### config.mk
export PLATFORM = sky130hd
export DESIGN_NAME = uart_tx_arbiter_flat
export DESIGN_NICKNAME = d
export VERILOG_FILES = /design/src/rtl/uart_tx_arbiter_if.sv /design/src/rtl/uart_tx_arbiter.sv /design/src/flat_wrapper.sv
export SDC_FILE = /design/constraint.sdc
export NUM_CORES = 1
export LEC_CHECK = 0
export CAP_MARGIN = 10
export CORE_ASPECT_RATIO = 2
export CORE_MARGIN = 2
export CORE_UTILIZATION = 50
export DETAILED_ROUTE_END_ITERATION = 8
export PLACE_DENSITY_LB_ADDON = 0.05
export SETUP_SLACK_MARGIN = 0.1
export SYNTH_ARGS = -nofsm -noshare
export SYNTH_HDL_FRONTEND = slang
export SYNTH_SLANG_ARGS = --single-unit
### constraint.sdc
create_clock -name hwclk -period 4.85 [get_ports hwclk]
set_input_delay 1.2125 -clock hwclk [delete_from_list [all_inputs] [get_ports hwclk]]
set_output_delay 1.2125 -clock hwclk [all_outputs]
set_load 0.05 [all_outputs]
### src/rtl/uart_tx_arbiter_if.sv
// Handshake bundle between the UART transmit arbiter, its byte-stream requesters
// and the single transmitter core.
interface uart_tx_arbiter_if #(
   parameter int unsigned NUM_REQ = 4
);
   localparam int unsigned ID_W = $clog2(NUM_REQ);

   logic [NUM_REQ-1:0]   req_valid;
   logic [8*NUM_REQ-1:0] req_data;
   logic [NUM_REQ-1:0]   req_last;
   logic [NUM_REQ-1:0]   req_ready;
   logic                 tx_start;
   logic [7:0]           tx_data;
   logic                 tx_busy;
   logic [ID_W-1:0]      grant_id;
   logic                 grant_active;
   logic                 timeout_err;

   // arbiter side
   modport master (
      input  req_valid, req_data, req_last, tx_busy,
      output req_ready, tx_start, tx_data, grant_id, grant_active, timeout_err
   );

   // requester / transmitter side
   modport slave (
      output req_valid, req_data, req_last, tx_busy,
      input  req_ready, tx_start, tx_data, grant_id, grant_active, timeout_err
   );
endinterface

### src/rtl/uart_tx_arbiter.sv
// Round-robin arbiter sharing one UART transmitter between NUM_REQ byte streams.
// A grant lasts until a last byte, the burst limit, or a handshake timeout.
module uart_tx_arbiter #(
   parameter int unsigned NUM_REQ   = 4,
   parameter int unsigned MAX_BURST = 16,
   parameter int unsigned TIMEOUT   = 4096
) (
   input logic               hwclk,
   input logic               rst,
   uart_tx_arbiter_if.master bus
);
   localparam int unsigned ID_W  = $clog2(NUM_REQ);
   localparam int unsigned TMR_W = $clog2(TIMEOUT + 1);
   localparam int unsigned CNT_W = 8;
   localparam logic [TMR_W-1:0] TMR_LAST  = TMR_W'(TIMEOUT - 1);
   localparam logic [CNT_W-1:0] BURST_MAX = CNT_W'(MAX_BURST);

   typedef enum logic [2:0] {IDLE, FETCH, START, WAIT_ACK, WAIT_DONE} state_t;

   state_t             state;
   logic [ID_W-1:0]    rr_ptr;
   logic [ID_W-1:0]    grant_id_q;
   logic               grant_active_q;
   logic [NUM_REQ-1:0] req_ready_q;
   logic               tx_start_q;
   logic [7:0]         tx_data_q;
   logic               timeout_err_q;
   logic               last_q;
   logic [CNT_W-1:0]   burst_cnt;
   logic [TMR_W-1:0]   timer;

   logic               pick_found_c;
   logic [ID_W-1:0]    pick_id_c;
   logic [ID_W-1:0]    scan_idx;
   logic [ID_W-1:0]    next_ptr_c;

   // first valid requester at or after rr_ptr, wrapping
   always_comb begin
      pick_found_c = 1'b0;
      pick_id_c    = '0;
      scan_idx     = '0;
      for (int unsigned k = 0; k < NUM_REQ; k++) begin
         scan_idx = ID_W'((32'(rr_ptr) + k) % NUM_REQ);
         if (!pick_found_c && bus.req_valid[scan_idx]) begin
            pick_found_c = 1'b1;
            pick_id_c    = scan_idx;
         end
      end
   end

   assign next_ptr_c = ID_W'((32'(grant_id_q) + 1) % NUM_REQ);

   always_ff @(posedge hwclk) begin
      if (rst) begin
         state          <= IDLE;
         rr_ptr         <= '0;
         grant_id_q     <= '0;
         grant_active_q <= 1'b0;
         req_ready_q    <= '0;
         tx_start_q     <= 1'b0;
         tx_data_q      <= 8'h00;
         timeout_err_q  <= 1'b0;
         last_q         <= 1'b0;
         burst_cnt      <= '0;
         timer          <= '0;
      end else begin
         tx_start_q    <= 1'b0;
         timeout_err_q <= 1'b0;
         case (state)
            IDLE: begin
               if (pick_found_c) begin
                  grant_id_q     <= pick_id_c;
                  grant_active_q <= 1'b1;
                  burst_cnt      <= '0;
                  req_ready_q    <= NUM_REQ'(1) << pick_id_c;
                  timer          <= '0;
                  state          <= FETCH;
               end
            end
            FETCH: begin
               if (bus.req_valid[grant_id_q]) begin
                  tx_data_q   <= bus.req_data[{grant_id_q, 3'b000} +: 8];
                  last_q      <= bus.req_last[grant_id_q];
                  burst_cnt   <= burst_cnt + CNT_W'(1);
                  req_ready_q <= '0;
                  tx_start_q  <= 1'b1;
                  timer       <= '0;
                  state       <= START;
               end else if (timer == TMR_LAST) begin
                  timeout_err_q  <= 1'b1;
                  grant_active_q <= 1'b0;
                  req_ready_q    <= '0;
                  rr_ptr         <= next_ptr_c;
                  timer          <= '0;
                  state          <= IDLE;
               end else begin
                  timer <= timer + TMR_W'(1);
               end
            end
            START: begin
               timer <= '0;
               state <= WAIT_ACK;
            end
            WAIT_ACK: begin
               if (bus.tx_busy) begin
                  timer <= '0;
                  state <= WAIT_DONE;
               end else if (timer == TMR_LAST) begin
                  timeout_err_q  <= 1'b1;
                  grant_active_q <= 1'b0;
                  rr_ptr         <= next_ptr_c;
                  timer          <= '0;
                  state          <= IDLE;
               end else begin
                  timer <= timer + TMR_W'(1);
               end
            end
            WAIT_DONE: begin
               // no timeout: the transmitter always finishes a frame it started
               if (!bus.tx_busy) begin
                  timer <= '0;
                  if (last_q || burst_cnt == BURST_MAX) begin
                     grant_active_q <= 1'b0;
                     rr_ptr         <= next_ptr_c;
                     state          <= IDLE;
                  end else begin
                     req_ready_q <= NUM_REQ'(1) << grant_id_q;
                     state       <= FETCH;
                  end
               end
            end
            default: state <= IDLE;
         endcase
      end
   end

   assign bus.req_ready    = req_ready_q;
   assign bus.tx_start     = tx_start_q;
   assign bus.tx_data      = tx_data_q;
   assign bus.grant_id     = grant_id_q;
   assign bus.grant_active = grant_active_q;
   assign bus.timeout_err  = timeout_err_q;
endmodule

### src/flat_wrapper.sv
// flat-port wrapper written by rule: the top's interface ports become plain ports
module uart_tx_arbiter_flat 
#(
   parameter int unsigned NUM_REQ   = 4,
   parameter int unsigned MAX_BURST = 16,
   parameter int unsigned TIMEOUT   = 4096
)
  (hwclk, rst, bus_req_valid, bus_req_data, bus_req_last, bus_tx_busy, bus_req_ready, bus_tx_start, bus_tx_data, bus_grant_id, bus_grant_active, bus_timeout_err);
  uart_tx_arbiter_if #(.NUM_REQ(NUM_REQ)) bus_i ();
  input logic hwclk;
  input logic rst;
  input wire logic [$bits(bus_i.req_valid)-1:0] bus_req_valid;
  input wire logic [$bits(bus_i.req_data)-1:0] bus_req_data;
  input wire logic [$bits(bus_i.req_last)-1:0] bus_req_last;
  input wire logic [$bits(bus_i.tx_busy)-1:0] bus_tx_busy;
  output wire logic [$bits(bus_i.req_ready)-1:0] bus_req_ready;
  output wire logic [$bits(bus_i.tx_start)-1:0] bus_tx_start;
  output wire logic [$bits(bus_i.tx_data)-1:0] bus_tx_data;
  output wire logic [$bits(bus_i.grant_id)-1:0] bus_grant_id;
  output wire logic [$bits(bus_i.grant_active)-1:0] bus_grant_active;
  output wire logic [$bits(bus_i.timeout_err)-1:0] bus_timeout_err;
  assign bus_i.req_valid = bus_req_valid;
  assign bus_i.req_data = bus_req_data;
  assign bus_i.req_last = bus_req_last;
  assign bus_i.tx_busy = bus_tx_busy;
  assign bus_req_ready = bus_i.req_ready;
  assign bus_tx_start = bus_i.tx_start;
  assign bus_tx_data = bus_i.tx_data;
  assign bus_grant_id = bus_i.grant_id;
  assign bus_grant_active = bus_i.grant_active;
  assign bus_timeout_err = bus_i.timeout_err;
  uart_tx_arbiter #(.NUM_REQ(NUM_REQ), .MAX_BURST(MAX_BURST), .TIMEOUT(TIMEOUT)) u_core (.hwclk(hwclk), .rst(rst), .bus(bus_i));
endmodule
Yosys cells after proc, flatten, opt, wreduce, memory -nomap -nowiden
Index checks and enable logic that the tools add are counted.

operators by class
  add/sub/neg operators = 6
  $lt $le $gt $ge = 5
  equal/unequal tests = 14
  shifts and indexed selects = 3
  mux-type cells = 60
  bitwise operators = 1
  reduce and logical (&&, ||, !) cells = 22

operators by type and width
  kind                     count
  $mux W13                 5
  $pmux W13 S5             1
  $shiftx A32 B6 Y8        1
  $mux W1                  21
  $mux W4                  5
  $mux W2                  9
  $mux W8                  2
  $pmux W8 S2              1
  $lt A2 B3 Y1 const B     5
  $mux W3                  5
  $pmux W3 S5              1
  $add A13 B1 Y13 const B  1
  $eq A13 B12 Y1 const B   1
  $bmux W1 S2              6
  $pmux W4 S3              1
  $reduce_and A5 Y1        2
  $add A8 B1 Y8 const B    1
  $eq A8 B5 Y1 const B     1
  $ne A2 B2 Y1 const B     4
  $shl A1 B2 Y4 const A    2
  $eq A3 B2 Y1 const B     2
  $ne A2 B1 Y1 const B     3
  $pmux W2 S3              1
  $reduce_and A2 Y1        3
  other kinds (19)         27

storage, ports and cells
  register bits after elaboration = 44
  input bits = 43
  output and inout port bits = 17
  logic and storage cells = 122

Depth between registers and ports, before layout
Gate-level depths: netlist (run 1).

  depth after elaboration = 15
  mapped depth = 7
  depth with buffers taken out = 7

Least setup slack after synthesis (run 1)
Ideal clock, no wire load.

  kind = input -> register
  start = input port bus_req_valid[3]
  end = register u_core.req_ready_q[0] (netlist: u_core.bus.req_ready[0])
  library setup time = 0.101 ns
  arrival = 2.473 ns
  data required time = 4.749 ns
  slack = 2.276 ns
  cell stages on the path = 5
  buffers on the path = 0
  cell sequence = mux4_2 > or3_1 > o211ai_2 > nand3_1 > o41ai_1

between the ends
  cells in the longest elaborated chain, start to end = 15
  elaborated cells between the ends (all ways) = 31
  those cells by class = 2 x eq/ne; 1 x shift; 21 x mux; 7 x reduce/logical

RTL lines
  element                        RTL line                source
  start, declared                flat_wrapper.sv:12      input wire logic [$bits(bus_i.req_valid)-1:0] bus_req_valid;
  $bmux W1 S2                    uart_tx_arbiter.sv:44   if (!pick_found_c && bus.req_valid[scan_idx]) begin
  $mux W1 (not written as such)  uart_tx_arbiter.sv:44
  $mux W1                        uart_tx_arbiter.sv:44
  $logic_not A1 Y1               uart_tx_arbiter.sv:44
  $logic_and A1 B1 Y1            uart_tx_arbiter.sv:44
  $mux W1                        uart_tx_arbiter.sv:44
  $logic_not A1 Y1               uart_tx_arbiter.sv:44
  $logic_and A1 B1 Y1            uart_tx_arbiter.sv:44
  $mux W1                        uart_tx_arbiter.sv:44
  $logic_not A1 Y1               uart_tx_arbiter.sv:44
  $logic_and A1 B1 Y1            uart_tx_arbiter.sv:44
  $mux W2                        uart_tx_arbiter.sv:44
  $shl A1 B2 Y4                  uart_tx_arbiter.sv:75   req_ready_q <= NUM_REQ'(1) << pick_id_c;
  $mux W4                        uart_tx_arbiter.sv:71   if (pick_found_c) begin
  $pmux W4 S3                    uart_tx_arbiter.sv:69   case (state)
  end signal, assigned           uart_tx_arbiter.sv:75
  end signal, assigned           uart_tx_arbiter.sv:127  req_ready_q <= NUM_REQ'(1) << grant_id_q;
  end, declared                  uart_tx_arbiter.sv:24   logic [NUM_REQ-1:0] req_ready_q;

Parallel ways exist; a longest one is shown, timed or not. The select of a mux whose other input is x is not followed.
A chain may end at the register's enable or synchronous reset.

Worst setup path in the final report (run 1)
  start = register u_core.grant_id_q[1] (netlist: u_core.bus.grant_id[1])
  end = output port bus_grant_id[1]

RTL lines
  element                 RTL line               source
  start, declared         uart_tx_arbiter.sv:22  logic [ID_W-1:0] grant_id_q;
  start signal, assigned  uart_tx_arbiter.sv:72  grant_id_q <= pick_id_c;
  end, declared           flat_wrapper.sv:19     output wire logic [$bits(bus_i.grant_id)-1:0] bus_grant_id;

No word-level cell between the ends.

==> flow_metrics.py, run 1 <==
metrics = {
    "placement": {
        "gp_congestion": 0.845,
        "dp_slack_ps": 1460,
        "portBuffers": 59,
        "hpwl_um": 4890,
        "placed_cell_area_um2": 2960,
    },
    "cts": {
        "postCtsResizedCells": 0,
        "ctsRootBufferMaster": "clkbuf_8",
        "clk-insertion-delay-late_ps": 290,
        "cts_sinks": 44,
        "cts-buffers-inserted": 5,
        "htreeDepth": 2,
        "clk_pin_slew_worst_paths_ps": 80,
        "cts_tree": "yes",
        "hold_buffers": 0,
        "cts_setup_buffers": 0,
        "cts.path.max_buffers": 2,
    },
    "critical_path": {
        "critPathLaunch": "u_core.bus.grant_id[1]",
        "critPathMaxFanout": 14,
        "end_kind": "primary output",
        "regToRegEndpoint": "u_core.rr_ptr[0]",
        "worst-setup-path-type": "flip-flop to primary output",
        "worst-path-stages": 1,
        "critPathSlowestCell": "clkdlybuf4s50_1",
        "r2r-start": "u_core.state[0]",
        "crit_buf_inv": 1,
        "slowest_delay_ps": 920,
        "cp_data_required_time_ps": 3640,
        "critPathLaunchType": "flip-flop",
        "r2r_slack_ps": 2550,
        "crit_path_end": "bus_grant_id[1]",
        "rr_worst_depth": 5,
        "path_delay_family": "buffers and inverters",
        "critical_path_arrival_ps": 1950,
        "cp_cell_sequence": "clkdlybuf4s50_1",
    },
    "finish": {
        "nets": 362,
        "diodes": 0,
        "fin_area_um2": 3060,
        "fin_util": 0.671,
        "nFillCells": 411,
        "drive_above_1_share": 0.0883,
        "synthToLayoutAreaGrowth_pct": 29.5,
    },
    "pwr": {
        "power_frac_seq": 0.475,
        "p_per_area_nw_per_um2": 270,
        "internal_power_uw": 581,
        "p_clk_frac": 0.286,
        "vdd_drop_max_mv": 0.267,
        "combinationalPowerShare": 0.239,
        "switchingPower_uw": 243,
        "p_sw_frac": 0.295,
        "leakagePower_nw": 1.06,
    },
    "timing": {
        "tightest_slew_ps": 640,
        "slew_headroom": 0.570,
        "fin_ws_ps": 1690,
        "rsz0062_at_grt": "no",
        "period_share": 0.653,
        "final.setup.tns_ps": 0,
        "fin_crit_ps": 3160,
        "slew_violations": 0,
        "fmax_mhz": 316,
        "clock_skew_ps": 9.96,
        "setup_violations": 0,
        "finalHoldViolations": 0,
    },
    "drt": {
        "firstDrtPassIters": 4,
        "drc": 0,
        "ant_nets": 0,
        "viasPerCell": 5.79,
        "drt_iter0_markers": 41,
        "vias": 2154,
        "wl_um": 6130,
        "wl_per_cell_um": 16.5,
    },
    "yosys": {
        "avgSynthCellArea_um2": 9.05,
        "synth_seq_area_share": 0.373,
        "synth.distinct_cells": 56,
        "syn_area_um2": 2360,
        "synth_edf_count": 0,
        "synth-seq-cells": 44,
        "synthFlopType": "dfxtp_1",
        "synthCells": 261,
        "synthArstFlopShare": 0,
        "synthesis.nets": 307,
        "synth_warnings": 0,
    },
    "floorplan": {
        "rows": 35,
        "dieArea_um2": 5320,
        "io_pins": 60,
        "die_height_um": 101,
        "initial_core_util": 0.518,
        "coreArea_um2": 4550,
        "die_w_um": 52.6,
    },
    "global_route": {
        "grt_pass1_vias": 2194,
        "grtUsageTotal": 0.251,
        "antenna_found_initial": 0,
        "grt_overflow": 0,
        "grt_max_degree": 26,
        "grt_pass1_wl_um": 10000,
    },
    "job": {
        "cap_violations": 0,
    },
    "worst_hold_path": {
        "hp-start": "u_core.bus.tx_data[1]",
        "min_path_type": "flip-flop to flip-flop",
    },
    "outcome": {
        "outcome": "complete, no violations",
    },
}
-- cells in the mapped netlist, types with 5 or more instances --
library cell	number	area share
nand3_1	11	0.023
nand4_1	7	0.019
xnor2_1	7	0.026
nor3_1	5	0.011
inv_1	8	0.013
nand2_1	34	0.054
clkbuf_1	6	0.0095
mux4_2	10	0.095
nor2_1	27	0.043
dfxtp_1	44	0.37
xor2_1	12	0.045
a21oi_1	17	0.036
-- final cells by class --
| type | count | area [µm²] | area share |
|---|---|---|---|
| multi-input combinational | 196 | 1380 | 0.451 |
| tap | 55 | 68.8 | 0.0225 |
| inverter | 8 | 30.0 | 0.00982 |
| timing repair buffer | 61 | 606 | 0.198 |
| sequential | 44 | 881 | 0.288 |
| clock inverter | 1 | 7.51 | 0.00246 |
| clock buffer | 7 | 86.3 | 0.0282 |
-- per-stage QoR --
step	cells	power, mW	hold WS, ps
after global routing	372	0.866	479
after detailed placement	364	0.598	446
after CTS	372	0.834	458
after global placement	364	0.595	441
final	372	0.824	455
after floorplan	261	0.523	449
-- layer usage --
metal / routed length [µm] / global-route usage / up-vias
li1: - / - / 1050
met1: 2060 / 0.240 / 1025
met2: 3660 / 0.501 / 63
met3: 244 / 0.0354 / 16
met4: 169 / 0.0986 / 0
met5: 0 / 0 / -
-- layout by cell type (no fill, tap or decap), types with 2 or more instances in the layout --
master           netlist  layout
a211oi_1               3       3
a21oi_1               17      17
a22oi_1                2       2
and2_1                 4       4
and4_1                 3       3
buf_4                  1       2
clkbuf_8               0       6
clkdlybuf4s50_1        0      59
dfxtp_1               44      44
ha_1                   3       3
inv_1                  8       8
mux2i_1                3       3
mux4_2                10      10
nand2_1               34      34
nand2b_1               2       2
nand3_1               11      11
nand4_1                7       7
nor2_1                27      27
nor2b_1                2       2
nor3_1                 5       5
nor3b_1                4       4
nor4_1                 3       3
o21ai_0                4       4
o31ai_1                2       2
o41ai_1                3       3
or3_1                  2       2
xnor2_1                7       7
xor2_1                12      12
-- power groups by stage --
stage	sequential [mW]	combinational, mW	clock, mW
6_report	0.391	0.197	0.236
5_1_grt	0.394	0.213	0.258
4_1_cts	0.391	0.199	0.244
3_5_place_dp	0.400	0.198	0
3_3_place_gp	0.399	0.195	0
2_1_floorplan	0.425	0.0977	0
-- sequential cells by signal, summed over array words and instances, names as in the netlist --
signal                   count
u_core.bus.grant_active      1
u_core.state                 3
u_core.rr_ptr                2
u_core.bus.timeout_err       1
u_core.bus.req_ready         4
u_core.timer                13
u_core.bus.tx_start          1
u_core.last_q                1
u_core.burst_cnt             8
u_core.bus.tx_data           8
u_core.bus.grant_id          2
-- worst min-delay path by stage --
stage / end / slack (ps) / cells after the start
3_3_place_gp: u_core.bus.tx_data[1] / 440 / 2
5_1_grt: u_core.bus.tx_data[2] / 480 / 2
3_5_place_dp: u_core.bus.tx_data[2] / 450 / 2
4_1_cts: u_core.bus.tx_data[2] / 460 / 2
6_report: u_core.bus.tx_data[1] / 460 / 2
2_1_floorplan: u_core.last_q / 450 / 2
-- logic make-up after synthesis --
family	count (synthesis)	synth area share
and+or+nand+nor	114	0.242
AOI/OAI and AO/OA	47	0.147
DFF	44	0.373
buffers and inverters	21	0.0435
xor gates and xnor gates	19	0.0705
muxes	13	0.108
adders and majority gates	3	0.0159
No activity file was read; power rests on OpenSTA's default activity.
==> inputs of run 2 (changes only) <==
--- a/config.mk
+++ b/config.mk
@@ -8,7 +8,7 @@
 export CAP_MARGIN = 10
 export CORE_ASPECT_RATIO = 2
 export CORE_MARGIN = 2
-export CORE_UTILIZATION = 50
+export CORE_UTILIZATION = 44
 export DETAILED_ROUTE_END_ITERATION = 8
 export PLACE_DENSITY_LB_ADDON = 0.05
 export SETUP_SLACK_MARGIN = 0.1
==> constraint.sdc (replaced) <==
create_clock -name hwclk -period 2.9 [get_ports hwclk]
set_input_delay 0.725 -clock hwclk [delete_from_list [all_inputs] [get_ports hwclk]]
set_output_delay 0.725 -clock hwclk [all_outputs]
set_load 0.05 [all_outputs]
==> flow_metrics.py, run 2 (same netlist as run 1, synthesis figures left out) <==
metrics = {
    "outcome": {
        "outcome": "complete, no violations",
    },
    "critical_path": {
        "slowest_delay_ps": 560,
        "regToRegEndpoint": "u_core.timer[10]",
        "crit_buf_inv": 1,
        "cp_data_required_time_ps": 3140,
        "worst-setup-path-type": "input pin to flip-flop",
        "cp_cell_sequence": "clkdlybuf4s50_1, mux4_2, and2_4, a211oi_4, a31oi_2, nor2_1",
        "r2r_slack_ps": 820,
        "worst-path-stages": 6,
        "path_delay_family": "multiplexers",
        "critPathLaunchType": "input pin",
        "r2r-start": "u_core.bus.grant_id[0]",
        "end_kind": "flip-flop",
        "critPathLaunch": "bus_req_valid[0]",
        "critical_path_arrival_ps": 2690,
        "critPathMaxFanout": 12,
        "critPathSlowestCell": "mux4_2",
        "rr_worst_depth": 5,
    },
    "cts": {
        "clk-insertion-delay-late_ps": 310,
        "htreeDepth": 2,
        "cts_tree": "yes",
        "ctsRootBufferMaster": "clkbuf_8",
        "cts_sinks": 44,
        "postCtsResizedCells": 0,
        "cts.path.max_buffers": 2,
        "clk_pin_slew_worst_paths_ps": 80,
        "hold_buffers": 0,
        "cts-buffers-inserted": 5,
        "cts_setup_buffers": 0,
    },
    "pwr": {
        "vdd_drop_max_mv": 0.364,
        "p_per_area_nw_per_um2": 443,
        "leakagePower_nw": 1.10,
    },
    "timing": {
        "slew_violations": 0,
        "finalHoldViolations": 0,
        "tightest_slew_ps": 618,
        "setup_violations": 0,
        "fmax_mhz": 407,
        "slew_headroom": 0.585,
        "period_share": 0.847,
        "rsz0062_at_grt": "no",
        "holdWs_ps": 454,
        "fin_crit_ps": 2460,
        "clock_skew_ps": 5.86,
        "final.setup.tns_ps": 0,
    },
    "placement": {
        "dp.cells": 376,
        "gp_congestion": 0.787,
        "placed_cell_area_um2": 3030,
        "portBuffers": 59,
        "hpwl_um": 5210,
    },
    "floorplan": {
        "die_w_um": 55.8,
        "rows": 37,
        "coreArea_um2": 5140,
        "io_pins": 60,
        "die_height_um": 108,
        "dieArea_um2": 6000,
        "initial_core_util": 0.459,
    },
    "finish": {
        "diodes": 0,
        "nets": 371,
        "fin_area_um2": 3120,
        "mostFrequentLayoutCell": "clkdlybuf4s50_1",
        "top_register": "u_core.timer",
        "multiInputGateArea_um2": 1380,
        "synthToLayoutAreaGrowth_pct": 32.2,
        "final_cell_mix": "clkdlybuf4s50_1 (59), dfxtp_1 (44), nand2_1 (34), nor2_1 (27), a21oi_1 (17)",
        "largest_reg_flops": 13,
        "drive_above_1_share": 0.117,
        "seqCellArea_um2": 881,
        "nFillCells": 475,
        "fin_cells": 384,
        "fin_util": 0.607,
    },
    "global_route": {
        "grtUsageTotal": 0.231,
        "grt_pass1_vias": 2204,
        "grt_overflow": 0,
        "grt_pass1_wl_um": 10600,
        "antenna_found_initial": 0,
        "grt_max_degree": 17,
    },
    "drt": {
        "wl_um": 6520,
        "vias": 2144,
        "wl_per_cell_um": 17.0,
        "drc": 0,
        "firstDrtPassIters": 4,
        "viasPerCell": 5.58,
        "ant_nets": 0,
        "drt_iter0_markers": 43,
    },
    "worst_hold_path": {
        "whs_path_depth": 2,
        "hold_end": "u_core.bus.tx_data[6]",
        "hp-start": "u_core.bus.tx_data[6]",
        "min_path_type": "flip-flop to flip-flop",
    },
    "job": {
        "cap_violations": 0,
    },
}
run 2: cell types whose count changed in the layout (fill, tap and decap cells not counted):
cell	previous run	this run
clkbuf_8	6	5
clkinv_2	0	2
buf_4	2	11
clkbuf_1	1	0
clkinvlp_4	1	0
clkinv_4	0	1
run 2: worst max path at each step:
stage,end
after CTS,u_core.timer[0]
after detailed placement,u_core.timer[0]
final,u_core.timer[10]
after global routing,u_core.timer[5]
after global placement,u_core.timer[3]
after floorplan,u_core.bus.req_ready[0]
run 2: metal layers:
layer / vias to the layer above / global-route usage / part of all wire / routed length (µm)
met5: - / 0 / 0 / 0
met4: 0 / 0.120 / 0.035 / 231
met3: 13 / 0.0409 / 0.033 / 216
met2: 48 / 0.471 / 0.60 / 3880
met1: 1016 / 0.204 / 0.34 / 2190
li1: 1067 / - / - / -
run 2: power breakdown:
group	internal [mW]	switching (mW)
clock	0.168	0.216
combinational	0.160	0.185
sequential	0.627	0.0257
run 2: final cells by class:
cell class              count  area share
repair buffers             70       0.216
inverters                   8     0.00962
well taps                  58      0.0232
clock buffers               5      0.0220
multi-input cells         196       0.441
clock inverters             3     0.00601
flip-flops and latches     44       0.282
run 2: stage by stage:
stage / setup slack [ps] / total power [mW]
6_report: 444 / 1.38
5_1_grt: 333 / 1.45
4_1_cts: 449 / 1.40
3_5_place_dp: 139 / 1.01
3_3_place_gp: 182 / 1.01
2_1_floorplan: 676 / 0.874
run 2: worst min-delay path: stages (launching register included):
cell	delay, ps
dfxtp_1	310
nand2_1	50
a21oi_1	50
